===== config.mk =====
export PLATFORM = sky130hd
export DESIGN_NAME = alu_issue_ctrl
export DESIGN_NICKNAME = d
export VERILOG_FILES = /design/src/rtl/alu_pkg.sv /design/src/rtl/alu_decode.sv /design/src/rtl/alu_issue_ctrl.sv
export SDC_FILE = /design/constraint.sdc
export NUM_CORES = 1
export LEC_CHECK = 0
export CAP_MARGIN = 20
export CORE_MARGIN = 10
export CORE_UTILIZATION = 39
export DETAILED_ROUTE_END_ITERATION = 8
export GPL_TIMING_DRIVEN = 0
export PLACE_DENSITY = 0.89
export SYNTH_ARGS = -nofsm -noshare
export SYNTH_HDL_FRONTEND = slang
export SYNTH_SLANG_ARGS = --single-unit

===== constraint.sdc =====
create_clock -name clock -period 2.11 [get_ports clock]
set_input_delay 0.5275 -clock clock [delete_from_list [all_inputs] [get_ports clock]]
set_output_delay 0.5275 -clock clock [all_outputs]
set_load 0.005 [all_outputs]

===== src/rtl/alu_pkg.sv =====
// Shared opcodes, ALU function codes, ALU mode encodings and FSM states for the ALU issue controller.
package alu_pkg;

  localparam logic [5:0] OpLd  = 6'h00;
  localparam logic [5:0] OpAdd = 6'h01;
  localparam logic [5:0] OpMul = 6'h09;
  localparam logic [5:0] OpDiv = 6'h0A;
  localparam logic [5:0] OpMod = 6'h0B;
  localparam logic [5:0] OpLdi = 6'h10;
  localparam logic [5:0] OpSt  = 6'h11;
  localparam logic [5:0] OpBeq = 6'h12;
  localparam logic [5:0] OpBne = 6'h13;

  localparam logic [5:0] FnPass = 6'h00;
  localparam logic [5:0] FnAdd  = 6'h01;
  localparam logic [5:0] FnSub  = 6'h02;
  localparam logic [5:0] FnAnd  = 6'h03;
  localparam logic [5:0] FnOr   = 6'h04;
  localparam logic [5:0] FnXor  = 6'h05;
  localparam logic [5:0] FnNot  = 6'h06;
  localparam logic [5:0] FnShl  = 6'h07;
  localparam logic [5:0] FnShr  = 6'h08;
  localparam logic [5:0] FnMul  = 6'h09;
  localparam logic [5:0] FnDiv  = 6'h0A;
  localparam logic [5:0] FnMod  = 6'h0B;

  typedef enum logic [1:0] {
    AluOpPass   = 2'b00,
    AluOpBeqImm = 2'b01,
    AluOpBne    = 2'b10,
    AluOpAddr   = 2'b11
  } aluop_e;

  typedef enum logic [1:0] {
    StIdle = 2'b00,
    StExec = 2'b01,
    StResp = 2'b10
  } state_e;

endpackage


===== src/rtl/alu_decode.sv =====
// Combinational opcode decoder: function code, ALU mode and operand/category flags.
module alu_decode
  import alu_pkg::*;
(
  input  logic [5:0] opcode_i,
  output logic [5:0] operation_o,
  output aluop_e     aluop_o,
  output logic       src2_is_imm_o,
  output logic       is_branch_o,
  output logic       is_muldiv_o,
  output logic       illegal_o
);

  always_comb begin
    operation_o   = FnPass;
    aluop_o       = AluOpPass;
    src2_is_imm_o = 1'b0;
    is_branch_o   = 1'b0;
    is_muldiv_o   = 1'b0;
    illegal_o     = 1'b0;
    if (opcode_i >= OpAdd && opcode_i <= OpMod) begin
      // Register-register ops use the opcode directly as the ALU function code.
      operation_o = opcode_i;
      is_muldiv_o = (opcode_i >= OpMul);
    end else begin
      unique case (opcode_i)
        OpLd, OpSt: begin
          aluop_o       = AluOpAddr;
          src2_is_imm_o = 1'b1;
        end
        OpLdi: begin
          aluop_o       = AluOpBeqImm;
          src2_is_imm_o = 1'b1;
        end
        OpBeq:   is_branch_o = 1'b1;
        OpBne: begin
          aluop_o     = AluOpBne;
          is_branch_o = 1'b1;
        end
        default: illegal_o = 1'b1;
      endcase
    end
  end

endmodule


===== src/rtl/alu_issue_ctrl.sv =====
// Issue-side ALU controller: IDLE -> EXEC -> RESP handshake around a combinational ALU.
// ALU_MULDIV_WAIT_EN: hold EXEC for MULDIV_CYCLES cycles on MUL/DIV/MOD.
module alu_issue_ctrl
  import alu_pkg::*;
#(
  parameter int unsigned DATA_W        = 32,
  parameter int unsigned MULDIV_CYCLES = 4
) (
  input  logic              clock,
  input  logic              reset,
  input  logic              in_valid,
  output logic              in_ready,
  input  logic [5:0]        in_opcode,
  input  logic [DATA_W-1:0] in_a,
  input  logic [DATA_W-1:0] in_b,
  input  logic [DATA_W-1:0] in_imm,
  output logic [DATA_W-1:0] alu_data1,
  output logic [DATA_W-1:0] alu_data2,
  output logic [5:0]        alu_operation,
  output logic [1:0]        alu_ALUOp,
  input  logic              alu_zero,
  input  logic [DATA_W-1:0] alu_result,
  output logic              out_valid,
  input  logic              out_ready,
  output logic [DATA_W-1:0] out_result,
  output logic              out_taken,
  output logic              out_error
);

  logic [5:0] dec_operation;
  aluop_e     dec_aluop;
  logic       dec_src2_is_imm, dec_is_branch, dec_is_muldiv, dec_illegal;

  alu_decode u_decode (
    .opcode_i      (in_opcode),
    .operation_o   (dec_operation),
    .aluop_o       (dec_aluop),
    .src2_is_imm_o (dec_src2_is_imm),
    .is_branch_o   (dec_is_branch),
    .is_muldiv_o   (dec_is_muldiv),
    .illegal_o     (dec_illegal)
  );

  state_e            state_d, state_q;
  logic [DATA_W-1:0] data1_d, data1_q, data2_d, data2_q, result_d, result_q;
  logic [5:0]        operation_d, operation_q;
  logic [1:0]        aluop_d, aluop_q;
  logic              taken_d, taken_q, error_d, error_q, branch_d, branch_q;
  logic              capture, div_by_zero;

  // Caught at accept so the ALU's undefined divide result is never sampled.
  assign div_by_zero = ((in_opcode == OpDiv) || (in_opcode == OpMod)) && (in_b == '0);

`ifdef ALU_MULDIV_WAIT_EN
  localparam logic [3:0] MulDivLoad = 4'(MULDIV_CYCLES - 1);
  logic [3:0] cnt_d, cnt_q;
  logic       muldiv_d, muldiv_q;
`else
  logic unused_muldiv;
  assign unused_muldiv = dec_is_muldiv ^ (^4'(MULDIV_CYCLES));
`endif

  always_comb begin
    state_d     = state_q;
    data1_d     = data1_q;
    data2_d     = data2_q;
    operation_d = operation_q;
    aluop_d     = aluop_q;
    result_d    = result_q;
    taken_d     = taken_q;
    error_d     = error_q;
    branch_d    = branch_q;
    capture     = 1'b0;
`ifdef ALU_MULDIV_WAIT_EN
    cnt_d       = cnt_q;
    muldiv_d    = muldiv_q;
`endif
    unique case (state_q)
      StIdle: begin
        if (in_valid) begin
          if (dec_illegal || div_by_zero) begin
            result_d = '0;
            taken_d  = 1'b0;
            error_d  = 1'b1;
            state_d  = StResp;
          end else begin
            data1_d     = in_a;
            data2_d     = dec_src2_is_imm ? in_imm : in_b;
            operation_d = dec_operation;
            aluop_d     = dec_aluop;
            branch_d    = dec_is_branch;
`ifdef ALU_MULDIV_WAIT_EN
            muldiv_d    = dec_is_muldiv;
            cnt_d       = MulDivLoad;
`endif
            state_d     = StExec;
          end
        end
      end
      StExec: begin
`ifdef ALU_MULDIV_WAIT_EN
        capture = !muldiv_q || (cnt_q == 4'd0);
        if (!capture) cnt_d = cnt_q - 4'd1;
`else
        capture = 1'b1;
`endif
        if (capture) begin
          result_d = alu_result;
          taken_d  = branch_q & alu_zero;
          error_d  = 1'b0;
          state_d  = StResp;
        end
      end
      StResp: begin
        if (out_ready) state_d = StIdle;
      end
      default: state_d = StIdle;
    endcase
  end

  always_ff @(posedge clock) begin
    if (reset) begin
      state_q     <= StIdle;
      data1_q     <= '0;
      data2_q     <= '0;
      operation_q <= '0;
      aluop_q     <= '0;
      result_q    <= '0;
      taken_q     <= 1'b0;
      error_q     <= 1'b0;
      branch_q    <= 1'b0;
`ifdef ALU_MULDIV_WAIT_EN
      cnt_q       <= '0;
      muldiv_q    <= 1'b0;
`endif
    end else begin
      state_q     <= state_d;
      data1_q     <= data1_d;
      data2_q     <= data2_d;
      operation_q <= operation_d;
      aluop_q     <= aluop_d;
      result_q    <= result_d;
      taken_q     <= taken_d;
      error_q     <= error_d;
      branch_q    <= branch_d;
`ifdef ALU_MULDIV_WAIT_EN
      cnt_q       <= cnt_d;
      muldiv_q    <= muldiv_d;
`endif
    end
  end

  assign in_ready      = (state_q == StIdle);
  assign out_valid     = (state_q == StResp);
  assign alu_data1     = data1_q;
  assign alu_data2     = data2_q;
  assign alu_operation = operation_q;
  assign alu_ALUOp     = aluop_q;
  assign out_result    = result_q;
  assign out_taken     = taken_q;
  assign out_error     = error_q;

endmodule


==> results of run 1 <==
flip-flops by register name (all words and copies together) (netlist names):
signal	flops
state_q	2
out_result	32
alu_operation	6
alu_data2	32
alu_data1	32
alu_ALUOp	2
branch_q	1
out_error	1
out_taken	1
metal layers:
layer	part of all wire	up-vias
met5	0	-
met1	0.39	2222
li1	-	2201
met2	0.51	199
met3	0.088	22
met4	0.017	0
cells in the mapped netlist, types with 5 or more instances:
library cell / instances
dfxtp_1: 109
nand2b_1: 5
nand3_1: 34
buf_2: 7
nand2_1: 5
a211oi_1: 21
mux2i_1: 35
a22o_1: 32
nor4_1: 7
clkbuf_1: 23
buf_6: 6
nor2_1: 5
o21ai_0: 33
a211oi_2: 11
a21oi_1: 69
critical path, stage by stage:
cell and delay, ns:
dlygate4sd2_1 0.29, nor4b_4 0.25, nand4_1 0.14, buf_6 0.16, o31a_1 0.39, buf_6 0.20, buf_8 0.13, nand3_1 0.10
a21oi_2 0.07
cell usage in the layout (no fill, tap or decap), types with 7 or more instances in the layout:
| cell type | synthesis | final |
|---|---|---|
| dfxtp_1 | 109 | 109 |
| a21oi_2 | 0 | 7 |
| clkbuf_16 | 0 | 10 |
| clkbuf_2 | 1 | 13 |
| dlygate4sd2_1 | 0 | 18 |
| buf_6 | 6 | 15 |
| a211oi_2 | 11 | 12 |
| a21oi_1 | 69 | 62 |
| buf_4 | 1 | 11 |
| clkbuf_1 | 23 | 13 |
| a211oi_1 | 21 | 20 |
| o21ai_0 | 33 | 32 |
| clkdlybuf4s50_1 | 0 | 212 |
| a22o_1 | 32 | 32 |
| nand3_1 | 34 | 29 |
| mux2i_1 | 35 | 35 |
cell type report:
type | count | area (um^2)
diodes | 1 | 2.50
plain buffers | 42 | 319
clock buffers | 9 | 225
clock inverters | 7 | 80.1
fillers | 821 | 3250
multi-input cells | 289 | 2200
flip-flops and latches | 109 | 2180
well taps | 140 | 175
repair buffers | 261 | 2560
stage by stage:
stage / utilization / setup TNS, ns
floorplan: - / 0
global placement: 0.643 / -82.75
detailed placement: 0.643 / -89.12
CTS: 0.692 / 0
global route: 0.704 / -0.0781
finish: 0.704 / 0
worst paths after layout:
check,end,cells past startpoint
setup / recovery,alu_data1[20],9
hold / removal,out_result[20],1
hold reg to reg,out_result[20],1
setup reg to reg,branch_q,5
timing repair:
item                                    in CTS  in global routing
hold endpoints to repair                     0                  0
gates cloned                                 5                  1
gates resized for setup                     77                 61
endpoints found under the setup margin     109                102
setup buffers                                7                  3
pin swaps                                   18                 19
logic make-up (layout without fill, tap and decap cells):
kind of cell,Yosys count,in the layout,share of synthesized area
buf+inv,42,319,0.0540
simple gates,78,78,0.109
fa+ha+maj,1,1,0.00254
compound gates,175,175,0.263
flops,109,109,0.493
other cells,0,1,0
mux,35,35,0.0792
power groups by stage:
stage	clock (mW)	combinational, mW	sequential [mW]
2_1_floorplan	0	0.298	2.21
3_3_place_gp	0	0.804	2.21
3_5_place_dp	0	0.825	2.21
4_1_cts	1.79	0.865	2.16
5_1_grt	1.85	0.963	2.17
6_report	1.76	0.895	2.16
==> results by group, run 1 <==
Status
  • Status: finished, final reports clean

Finish
  • Layout area overhead: 74.8%
  • Fin cells: 858
  • Share of cells above drive strength 1: 0.159
  • Design Area, Final: 7740 um^2
  • Nets: 851

STA
  • Final Setup Violations: 0
  • Final max-slew violation count: 0
  • Final Hold Viols: 0
  • Slew @ Worst Pin: 0.784 ns
  • Final period util: 0.975
  • Fin crit period: 2.06 ns
  • Final worst slack: 0.0519 ns
  • Slew margin rel.: 0.463
  • Clock Skews: 0.00926 ns
  • Hold WS: 0.474 ns
  • Max Freq: 486 MHz

CTS
  • CTS buffer count: 9
  • CTS tree: built
  • Clk root buf: clkbuf_16
  • Clk Latency, worst-skew pair: 0.34 ns
  • CTS Hold Bufs: 0
  • Worst-path clk slew: 0.08 ns
  • CTS Sinks: 109
  • Clock Tree Buf Depth: 2
  • H-Tree Depth: 3

GRT
  • Met3 usage: 0.0712
  • Pin count of the biggest net entering global routing: 20
  • First-pass GRT wire length: 27200 um
  • GRT met1 Usage: 0.228
  • Initial antenna violation count: 1
  • Gr usage total: 0.207
  • Busiest grt layer: met2
  • Number of global-route vias before repair: 4920
  • Global Route met2 Usage: 0.369
  • Congestion Overflow GR: 0

Worst setup path
  • Arrival @ worst endpoint: 2.27 ns
  • Crit-path max FO: 8
  • Setup crit end kind: flop
  • RR Startpoint: state_q[1]
  • Kind of critical path: input pin to flop
  • Setup crit start kind: input pin
  • Critical Path Source: in_b[30]
  • Data required time of the critical path: 2.33 ns
  • Worst reg-to-reg setup slack: 0.37 ns

Floorplan
  • Top-Level Pins: 247
  • Chip Width: 127 um
  • DIE AREA: 16000 um^2
  • Chip height: 127 um
  • Starting Density: 0.403
  • Placement Rows: 38
  • Core outline area: 11000 um^2

Power and ir drop
  • Total net switching power: 1.26 mW
  • Lkg Pwr: 2.73 nW
  • Switching part of the total: 0.261
  • Pwr Density: 624 nW/um^2
  • Tot Pwr: 4.82 mW
  • Power share of the clock group: 0.366
  • Peak supply drop: 0.471 mV
  • Comb pwr share: 0.186
  • Pint: 3.57 mW
  • Sequential Power Share: 0.449

Placement
  • Placed cell areas: 7060 um^2
  • DP Wirelength: 13600 um
  • Pre-CTS setup slack: -0.897 ns
  • GP Congestion: 0.862
  • Buffers on Ports: 246
  • Post-Place Cells: 826

Logic synthesis
  • Synth top area share: 0.493
  • Mapped Area: 4430 um^2
  • Sequential fraction of the synthesis area: 0.493
  • Yosys top cell by area: dfxtp_1
  • FFs w/ async S/R, synth: 0
  • Synth Register Bits: 109
  • Top post-synthesis cells by area: dfxtp_1 49%, mux2i_1 7.9%, a21oi_1 7.8%
  • Primary FF master, synth: dfxtp_1
  • Number of enable flip-flop cells after synthesis: 0
  • Mapped Avg Cell Area: 10.1 um^2
  • Synth Warn #: 0
  • Post-Synthesis Net Count: 579
  • Yosys cell types: 42
  • Cells after Synth: 440

Hold path
  • Hold/Removal Path Class: flop to flop
  • Hold_sp: out_result[20]

Flow run
  • Max-cap viol count: 0

Routing
  • Via count: 4644
  • DRT iter0 DRCs: 273
  • Post-route DRC violation count: 0
  • Antenna Nets Post-Route: 0
  • DRT Pass-1 Iters: 5
  • Vias per std cell: 5.41
  • Final WL: 17700 um
  • Drt wl/cell: 20.7 um
(Power assumes the default switching activity.)
==> inputs of run 2 (changes only) <==
Settings changed: CAP_MARGIN 20 to 15.
==> results of run 2 <==
The final DEF is identical to that of run 1; final timing and power are the same.
